**src/rtl/spi_pkg.sv**
```systemverilog
// -----------------------------------------------------------------------------
// spi_pkg
// Shared definitions for the SPI slave front end: the default debounce wait,
// the idle (deselected) level of chip select, and the encoding of the
// per-channel conditioner phase.
// -----------------------------------------------------------------------------
package spi_pkg;

   // Extra clk cycles a pin mismatch must persist before it is accepted.
   localparam int WAIT_TIME_DEF = 3;

   // Chip select is active low, so the idle/deselected level is 1.
   localparam logic CS_IDLE = 1'b1;

   // STABLE  : synchronized pin agrees with the conditioned level.
   // SETTLING: synchronized pin disagrees and the wait counter is running.
   typedef enum logic {
      STABLE   = 1'b0,
      SETTLING = 1'b1
   } cond_state_e;

endpackage

```
**src/rtl/input_conditioner.sv**
```systemverilog
// -----------------------------------------------------------------------------
// input_conditioner
// One channel of pin conditioning: a 2-flop synchronizer followed by a
// debouncer that only accepts a new level once the synchronized pin has
// disagreed with the conditioned level for WAIT_TIME+1 consecutive clk cycles.
// Edge strobes are registered alongside the conditioned level, so a strobe and
// the new level become visible in the same cycle and last exactly one clk.
//
// Parameters
//   WAIT_TIME    extra cycles a mismatch must persist (0 = accept after one)
//   RST_VAL      reset value of the synchronizer and the conditioned level
// Ports
//   clk          in   system clock, rising edge
//   reset_n      in   asynchronous active-low reset
//   noisysignal  in   raw asynchronous pin
//   conditioned  out  synchronized, debounced level
//   positiveedge out  one-clk strobe when conditioned goes 0->1
//   negativedge  out  one-clk strobe when conditioned goes 1->0
// -----------------------------------------------------------------------------
module input_conditioner
   import spi_pkg::*;
#(
   parameter int   WAIT_TIME = WAIT_TIME_DEF,
   parameter logic RST_VAL   = 1'b0
) (
   input  logic clk,
   input  logic reset_n,
   input  logic noisysignal,
   output logic conditioned,
   output logic positiveedge,
   output logic negativedge
);

   // A zero-wait configuration still needs a 1-bit counter to keep the
   // declarations legal; it is never incremented in that case.
   localparam int CNT_W = (WAIT_TIME < 1) ? 1 : $clog2(WAIT_TIME + 1);
   localparam logic [CNT_W-1:0] CNT_MAX = CNT_W'(WAIT_TIME);

   logic             sync1;
   logic             sync2;
   logic             cond;
   logic [CNT_W-1:0] count;
   logic             pos;
   logic             neg;

   cond_state_e      state;
   logic             cond_next;
   logic [CNT_W-1:0] count_next;
   logic             pos_next;
   logic             neg_next;

   // Phase is implied by whether the synchronized pin matches the output.
   always_comb begin
      state      = (sync2 == cond) ? STABLE : SETTLING;
      cond_next  = cond;
      count_next = '0;
      pos_next   = 1'b0;
      neg_next   = 1'b0;
      case (state)
         STABLE: begin
            // A glitch that returned before acceptance lands here and
            // simply clears the counter without touching the output.
            count_next = '0;
         end
         SETTLING: begin
            if (count == CNT_MAX) begin
               cond_next = sync2;
               pos_next  = sync2;
               neg_next  = ~sync2;
            end else begin
               count_next = count + CNT_W'(1);
            end
         end
         default: begin
            count_next = '0;
         end
      endcase
   end

   always_ff @(posedge clk or negedge reset_n) begin
      if (!reset_n) begin
         sync1 <= RST_VAL;
         sync2 <= RST_VAL;
         cond  <= RST_VAL;
         count <= '0;
         pos   <= 1'b0;
         neg   <= 1'b0;
      end else begin
         // Plain flop-to-flop synchronizer, no logic between the stages.
         sync1 <= noisysignal;
         sync2 <= sync1;
         cond  <= cond_next;
         count <= count_next;
         pos   <= pos_next;
         neg   <= neg_next;
      end
   end

   assign conditioned  = cond;
   assign positiveedge = pos;
   assign negativedge  = neg;

endmodule

```
**src/rtl/spi_pin_conditioner.sv**
```systemverilog
// -----------------------------------------------------------------------------
// spi_pin_conditioner
// SPI slave front end. Turns the raw asynchronous SCLK, CS and MOSI pins into
// clean clk-synchronous levels plus one-clk edge strobes for the SPI memory
// FSM, the shift register and the address latch. The three channels are
// independent; simultaneous CS and SCLK strobes are left for the FSM to order.
//
// Parameters
//   WAIT_TIME    extra cycles a pin change must persist before acceptance
//   CS_RST       reset/idle level of csCond (deselected)
//   SCLK_RST     reset level of sclkCond
//   MOSI_RST     reset level of mosiCond
// Ports
//   clk          in   system clock, rising edge
//   reset_n      in   asynchronous active-low reset
//   sclk_pin     in   raw SPI clock pin
//   cs_pin       in   raw chip-select pin, active low
//   mosi_pin     in   raw serial data-in pin
//   sclkCond     out  conditioned SCLK level
//   sclkPosEdge  out  one-clk strobe on sclkCond 0->1 (FSM perEdge, shift-in)
//   sclkNegEdge  out  one-clk strobe on sclkCond 1->0 (MISO shift-out)
//   csCond       out  conditioned CS level (FSM chipSelect)
//   csNegEdge    out  one-clk strobe on csCond 1->0 (transaction start)
//   mosiCond     out  conditioned MOSI level (shift-register serial in)
// -----------------------------------------------------------------------------
module spi_pin_conditioner
   import spi_pkg::*;
#(
   parameter int   WAIT_TIME = WAIT_TIME_DEF,
   parameter logic CS_RST    = CS_IDLE,
   parameter logic SCLK_RST  = 1'b0,
   parameter logic MOSI_RST  = 1'b0
) (
   input  logic clk,
   input  logic reset_n,
   input  logic sclk_pin,
   input  logic cs_pin,
   input  logic mosi_pin,
   output logic sclkCond,
   output logic sclkPosEdge,
   output logic sclkNegEdge,
   output logic csCond,
   output logic csNegEdge,
   output logic mosiCond
);

   input_conditioner #(
      .WAIT_TIME (WAIT_TIME),
      .RST_VAL   (SCLK_RST)
   ) u_sclk (
      .clk          (clk),
      .reset_n      (reset_n),
      .noisysignal  (sclk_pin),
      .conditioned  (sclkCond),
      .positiveedge (sclkPosEdge),
      .negativedge  (sclkNegEdge)
   );

   // Only the falling edge of CS (selection) is of interest downstream.
   input_conditioner #(
      .WAIT_TIME (WAIT_TIME),
      .RST_VAL   (CS_RST)
   ) u_cs (
      .clk          (clk),
      .reset_n      (reset_n),
      .noisysignal  (cs_pin),
      .conditioned  (csCond),
      .positiveedge (),
      .negativedge  (csNegEdge)
   );

   // MOSI is sampled on SCLK strobes, so its own edges are not needed.
   input_conditioner #(
      .WAIT_TIME (WAIT_TIME),
      .RST_VAL   (MOSI_RST)
   ) u_mosi (
      .clk          (clk),
      .reset_n      (reset_n),
      .noisysignal  (mosi_pin),
      .conditioned  (mosiCond),
      .positiveedge (),
      .negativedge  ()
   );

endmodule

```
**config.mk**
```make
export PLATFORM = sky130hd
export DESIGN_NAME = spi_pin_conditioner
export DESIGN_NICKNAME = d
export VERILOG_FILES = /design/src/rtl/spi_pkg.sv /design/src/rtl/input_conditioner.sv /design/src/rtl/spi_pin_conditioner.sv
export SDC_FILE = /design/constraint.sdc
export NUM_CORES = 1
export LEC_CHECK = 0
export ABC_AREA = 1
export BUFFER_PORTS_ARGS = -buffer_cell sky130_fd_sc_hd__buf_4
export CAP_MARGIN = 5
export CORE_MARGIN = 4
export CORE_UTILIZATION = 35
export DETAILED_ROUTE_END_ITERATION = 10
export HOLD_SLACK_MARGIN = 0.03
export PLACE_DENSITY = 0.63
export SKIP_CTS_REPAIR_TIMING = 1
export SLEW_MARGIN = 20
export SYNTH_ARGS = -nofsm -noshare
export SYNTH_HDL_FRONTEND = slang
export SYNTH_HIERARCHICAL = 1
export SYNTH_SLANG_ARGS = --single-unit
```
**constraint.sdc**
```tcl
create_clock -name clk -period 1.1 [get_ports clk]
set_input_delay 0 -clock clk [delete_from_list [all_inputs] [get_ports clk]]
set_output_delay 0 -clock clk [all_outputs]
set_load 0.01 [all_outputs]
```
Word-level counts from Yosys, hierarchy flattened
Cells that the tools add are included.
{"block": "classes", "addsub": 3, "multipliers": 0, "div": 0, "order_cmp": 0, "eq_ne": 6, "n_shift": 0, "n_mux": 15, "bitwise": 5, "n_reduce_logical": 3}
{"cell": "one-hot mux 2 bit (2 select lines)", "n": 3}
{"cell": "2-to-1 mux 1 bit", "n": 9}
{"cell": "adder 2 x 1 -> 2 bit, second input constant", "n": 3}
{"cell": "equality test 2 bit, second input constant", "n": 3}
{"cell": "2-to-1 mux 2 bit", "n": 3}
{"cell": "AND reduction 2 bit", "n": 3}
{"cell": "inverter 1 bit", "n": 5}
{"cell": "equality test 1 bit", "n": 3}
{"block": "totals", "reg_bits": 18, "latch_bits": 0, "ram_bits": 0, "rom_bits": 0, "n_memories": 0}

Depth between registers and ports, before layout
Gate-level depths: netlist of run 1.
{"block": "logic_depth", "ltp_word": 3, "mapped_depth": 4, "mapped_depth_nobuf": 4}

Hierarchy
The synthesis of run 1 kept the hierarchy.
{"module": "input_conditioner (u_mosi ...)", "n_inst": 2, "cells_each": 22, "area_per_inst_um2": 246.5}
{"module": "input_conditioner (u_cs)", "n_inst": 1, "cells_each": 22, "area_per_inst_um2": 250.2}

Least setup slack after synthesis of run 1
OpenSTA, ideal clock, no wires.
{"block": "synth_timing", "kind": "reg-to-reg", "from": "register u_cs.cond, in the netlist u_cs/conditioned", "to": "register u_cs.count[0]", "setup_time_ns": 0.123, "t_arrival_ns": 0.737, "required_time_ns": 0.977, "path_slack_ns": 0.241, "path_stages_with_launch": 4, "n_path_buf": 0, "synth_period_minus_slack_ns": 0.859, "cell_sequence": "dfstp_2 inv_1 nand2_1 a21oi_1"}
{"block": "synth_between", "elab_chain_cells": 3}
{"element": "start, declared", "line_no": "input_conditioner.sv:41", "text": "logic cond;"}
{"element": "start signal, assigned", "line_no": "input_conditioner.sv:92", "text": "cond <= cond_next;"}
{"element": "equality test 1 bit (*)", "line_no": "input_conditioner.sv:54", "text": "state = (sync2 == cond) ? STABLE : SETTLING;"}
{"element": "2-to-1 mux 1 bit", "line_no": "input_conditioner.sv:54"}
{"element": "one-hot mux 2 bit (2 select lines) (*)", "line_no": "input_conditioner.sv:59", "text": "case (state)"}
{"element": "via u_cs.count_next[0]", "line_no": "input_conditioner.sv:48", "text": "logic [CNT_W-1:0] count_next;"}
{"element": "end signal, assigned", "line_no": "input_conditioner.sv:93", "text": "count <= count_next;"}
{"element": "end, declared", "line_no": "input_conditioner.sv:42", "text": "logic [CNT_W-1:0] count;"}
The timed path passes the listed nets; every way through them passes the cells marked *.
A chain may end at the register's enable or synchronous reset.

Worst setup path in the final report of run 1
{"block": "layout_timing", "from": "register u_cs.cond, in the netlist u_cs/conditioned", "to": "output csCond"}
{"element": "end, declared", "line_no": "spi_pin_conditioner.sv:42", "text": "output logic csCond,"}
No word-level cell between the ends.

==> results.tsv, run 1 <==
metric	value	unit
grt-ovfl-total	0	
grt_max_degree	19	
switching_power	527.0	uW
netlist_instances	60	
slew_headroom	0.8553	
clkPwrFrac	0.220	
use_met2	0.1459	
final-seq-area	454.2	um2
nFillCells	163	
critPathSlowestCell	dfstp_2	
required	1100	ps
cts.clk_slew.worst_paths	100	ps
cap_violations	0	
numCtsBuffers	3	
routed_wl	953	um
die_w	51.32	um
final.min_clock_period	965.8	ps
design.portCount	11	
dpl-instance-area	763.2	um2
synth.cell_area	656.9	um2
slew_violations	0	
swShare	0.2993	
antennaDiodeCount	0	
multi_input_area	146.4	um2
grtUsageTotal	0.08798	
cp_num_buf_inv	1	
hold_slack	101.3	ps
port-buffer-count	10	
rows	15	
p_seq_frac	0.520	
grt_pass1_vias	408	
clk_path_buf_depth	2	
h-tree-depth	1	
worstSetupEndpointType	output pin	
post_synth.cell_area_avg	10.95	um2
grt_use_met3	0.02624	
biggestRegsByFlops	u_cs/count: 2 flops, u_mosi/count: 2 flops, u_sclk/count: 2 flops	
postLayoutSetupSlackWorst	134.2	ps
drt-vias-per-instance	4.282	
routed-via-count	441	
areaGrowthSynthToFinish	27.81	%
use_met1	0.09925	
place_ws	181.8	ps
status	finished, final reports clean	
r2r_slack	150	ps
power.leakage	0.4389	nW
internal_power	1.234	mW
crit_family	flip-flops	
cp.arrival	970	ps
drive_gt1_frac	0.2564	
combPwrFrac	0.260	
hold_class	input pin to asynchronous set/reset pin	
period_share	0.8780	
die_height	51.32	um
drt-initial-drc-count	6	
cts.root.buffer_cell	clkbuf_4	
wl_per_cell	9.252	um
antenna_found_initial	0	
final_util	0.4810	
fin_area	839.6	um2
slowest_delay	570	ps
fmax	1.035	GHz
detailed_place_hpwl	719.5	um
synth_nets	68	
worstSkewPairLatency	280	ps
firstDrtPassIters	4	
cts_tree	built	
grt_first_pass_wirelength	1690	um
cts_sinks	18	
ys_warn_count	6	
cp-start-kind	flop	
finalHoldViolCount	0	
final.setup_skew	3.110	ps
cp_cell_sequence	buf_4	
start_util	0.3763	
postRouteAntennaNets	0	
path_max_fanout	3	
critical_path_class	flop to output pin	
die-area	2634	um2
nNetsFinal	87	
tns	0	ps
gp_congestion	0.6831	
rsz0062_at_grt	no	
drc	0	
p_per_area	2097	nW/um2
tightestPinTransition	217.1	ps
core_area	1745	um2
finalSetupViolations	0	
ir_drop	1136	uV
busiest_layer	met2	
metal layers:
layer  routed length, um  vias up  part of all wire
met3                  39        2             0.041
met4                  14        0             0.015
met1                 404      217              0.42
li1                    -      216                 -
met5                   0        -                 0
met2                 495        6              0.52
layout make-up:
cell class,instances,area share
clock buffers,4,0.04322
inverters,15,0.06706
multi-input cells,27,0.1744
flip-flops and latches,18,0.5410
well taps,25,0.03726
repair buffers,14,0.1371
power groups by stage:
stage / Combinational (mW) / Clock [mW] / Sequential [mW]
6_report: 0.457 / 0.387 / 0.916
4_1_cts: 0.456 / 0.410 / 0.918
5_1_grt: 0.525 / 0.445 / 0.941
3_3_place_gp: 0.430 / 0 / 0.920
2_1_floorplan: 0.256 / 0 / 0.939
3_5_place_dp: 0.450 / 0 / 0.932
placed cells by master (no fill, tap or decap), drive strengths merged:
cell         count
clkbuf           4
buf             10
nand2           12
o21ai            3
inv             15
a21oi            6
dlygate4sd3      4
dfrtp           15
nor2             3
ha               3
dfstp            3
metrics by stage:
stage | instances | power [mW]
floorplan | 60 | 1.195
global placement | 95 | 1.350
detailed placement | 95 | 1.381
CTS | 99 | 1.784
global route | 103 | 1.911
finish | 103 | 1.761
path summary, 6_finish.rpt:
check | from | to | depth (start not counted)
worst max-delay path | u_cs/conditioned | csCond | 1
worst min-delay path | reset_n | u_cs/count[1] | 2
worst max register to register | u_sclk/count[0] | u_sclk/count[0] | 4
worst min register to register | u_mosi/sync1 | u_mosi/sync2 | 0
max in group asynchronous | reset_n | u_cs/conditioned | 2
min in group clk | cs_pin | u_cs/sync1 | 2
Power figures use the tool's default switching activity.
==> run 2, diff against run 1 <==
--- a/config.mk
+++ b/config.mk
@@ -9,10 +9,10 @@
 export BUFFER_PORTS_ARGS = -buffer_cell sky130_fd_sc_hd__buf_4
 export CAP_MARGIN = 5
 export CORE_MARGIN = 4
-export CORE_UTILIZATION = 35
+export CORE_UTILIZATION = 33
 export DETAILED_ROUTE_END_ITERATION = 10
 export HOLD_SLACK_MARGIN = 0.03
-export PLACE_DENSITY = 0.63
+export PLACE_DENSITY = 0.61
 export SKIP_CTS_REPAIR_TIMING = 1
 export SLEW_MARGIN = 20
 export SYNTH_ARGS = -nofsm -noshare
==> constraint.sdc (replaced) <==
create_clock -name clk -period 1 [get_ports clk]
set_input_delay 0 -clock clk [delete_from_list [all_inputs] [get_ports clk]]
set_output_delay 0 -clock clk [all_outputs]
set_load 0.01 [all_outputs]
==> run 2 against run 1 <==
Against the previous run: critical path type unchanged; core utilization down 0.60 points; clock skew up 0.51 ps; non-clock buffer count up 1; sequential share of layout area down 1.0 points; sequential power up 10%; first-iteration DRC count down 17%; cell area up 1.9%; global-route usage up 0.31 points; die area up 5.1%; clock power up 14%; power up 13%.
==> results.tsv, run 2 (same netlist as run 1, synthesis figures left out) <==
metric	value	unit	change
cts_sinks	18		unchanged
cp.arrival	960	ps	about the same
final.min_clock_period	963.5	ps	
drt-met1-wl	421	um	+4.2%
slew_headroom	0.8520		-0.003257
tightestPinTransition	222.0	ps	+4.885 ps
status	finished, final reports clean		
routed_wl	914	um	-4.1%
critPathSlowestCell	dfstp_2		
die_height	52.62	um	+2.5%
clk_path_buf_depth	2		unchanged
final_util	0.4750		-0.006004
cp_cell_sequence	buf_6		
crit_family	flip-flops		
cap_violations	0		unchanged
worstSkewPairLatency	290	ps	about the same
r2r_slack	90	ps	-60 ps
wl_per_cell	8.788	um	-5.0%
grt_max_degree	19		unchanged
met3_length	44	um	+13%
core_area	1802	um2	+3.2%
h-tree-depth	1		unchanged
rsz0062_at_grt	yes		
areaGrowthSynthToFinish	30.29	%	
numCtsBuffers	3		unchanged
cts_tree	built		
routed-via-count	427		-3.2%
grt_pass1_vias	397		-2.7%
cp_num_buf_inv	1		unchanged
grt_first_pass_wirelength	1690	um	unchanged
worstSetupEndpointType	output pin		
slew_violations	0		unchanged
grt-ovfl-total	0		unchanged
nNetsFinal	88		+1.1%
fin_area	855.8	um2	+1.9%
tns	0	ps	unchanged
hold_slack	92.04	ps	-9.265 ps
mostFrequentLayoutCells	15 x dfrtp_1, 14 x inv_1, 10 x buf_4		
slowest_delay	570	ps	about the same
rr_endpoint	u_cs/count[1]		
top_layer	met4		
die_w	52.62	um	+2.5%
ir_drop	926.3	uV	-18%
finalHoldViolCount	0		unchanged
design.portCount	11		unchanged
antennaDiodeCount	0		unchanged
power.leakage	0.4406	nW	+0.38%
p_per_area	2320	nW/um2	+11%
postLayoutSetupSlackWorst	36.51	ps	-97.73 ps
detailed_place_hpwl	644.3	um	-10%
ff2ff_path_depth	3		-1
hold_class	input pin to asynchronous set/reset pin		
drive_gt1_frac	0.3038		+0.04739
cp-start-kind	flop		
cts.root.buffer_cell	clkbuf_4		
required	1000	ps	-100 ps
postRouteAntennaNets	0		unchanged
gp_congestion	0.7021		+2.8%
firstDrtPassIters	2		-2
dpl-instance-area	763.2	um2	unchanged
cts.clk_slew.worst_paths	100	ps	about the same
grtUsageTotal	0.09107		+0.003092
r2r-start	u_cs/count[0]		
die-area	2768	um2	+5.1%
antenna_found_initial	0		unchanged
rows	15		unchanged
fmax	1.038	GHz	
final.setup_skew	3.617	ps	+0.5071 ps
drt-vias-per-instance	4.106		-4.1%
finalSetupViolations	0		unchanged
place_ws	68.83	ps	-113.0 ps
start_util	0.3646		-0.01176
final_common_cell	dfrtp_1		
drt-initial-drc-count	5		-1
biggestRegsByFlops	u_cs/count: 2 flops, u_mosi/count: 2 flops, u_sclk/count: 2 flops		
port-buffer-count	10		unchanged
critical_path_class	flop to output pin		
drc	0		unchanged
route.met2.wl	405	um	-18%
path_max_fanout	3		unchanged
period_share	0.9635		
## run 2: cell count changes in the layout (fill, tap and decap cells not counted), sizes merged
| cell | before | now |
|---|---|---|
| buf | 10 | 11 |
## run 2: worst reg2reg max path, delay by kind of cell (launching register included)
family	cells	cell delay [ps]
buffers and inverters	1	40
AO/OA/AOI/OAI	1	110
adder cells (fa/ha/maj)	1	310
flip-flops	1	390
## run 2: per-layer routing
metal,track usage,up-vias
met4,0.08936,0
met5,0,-
met3,0.03419,5
met1,0.1095,195
met2,0.1198,9
li1,-,218
## run 2: stage by stage
step	cells	power, mW
floorplan	60	1.315
global placement	95	1.489
detailed placement	95	1.511
CTS	99	1.964
global route	104	2.159
finish	104	1.985
## run 2: where the power goes
part | internal [mW] | total, mW | switching (mW)
Clock | 0.222 | 0.442 | 0.220
Combinational | 0.266 | 0.537 | 0.271
Sequential | 0.906 | 1.01 | 0.0995
Total | 1.39 | 1.99 | 0.591
## run 2: cell type report
cell class / count / area [um2]
fillers: 183 / 945.9
multi-input cells: 27 / 151.4
flip-flops and latches: 18 / 454.2
repair buffers: 15 / 126.4
well taps: 25 / 31.28
inverters: 15 / 56.30
clock buffers: 4 / 36.28
## run 2: worst max path at each step
stage / startpoint / endpoint / cells after the start
after floorplan: u_sclk/count[0] / u_sclk/count[0] / 4
after global placement: u_cs/count[0] / u_cs/count[0] / 4
after detailed placement: u_sclk/count[0] / u_sclk/count[0] / 4
after CTS: u_cs/conditioned / csCond / 1
after global routing: u_cs/conditioned / csCond / 1
final: u_cs/conditioned / csCond / 1
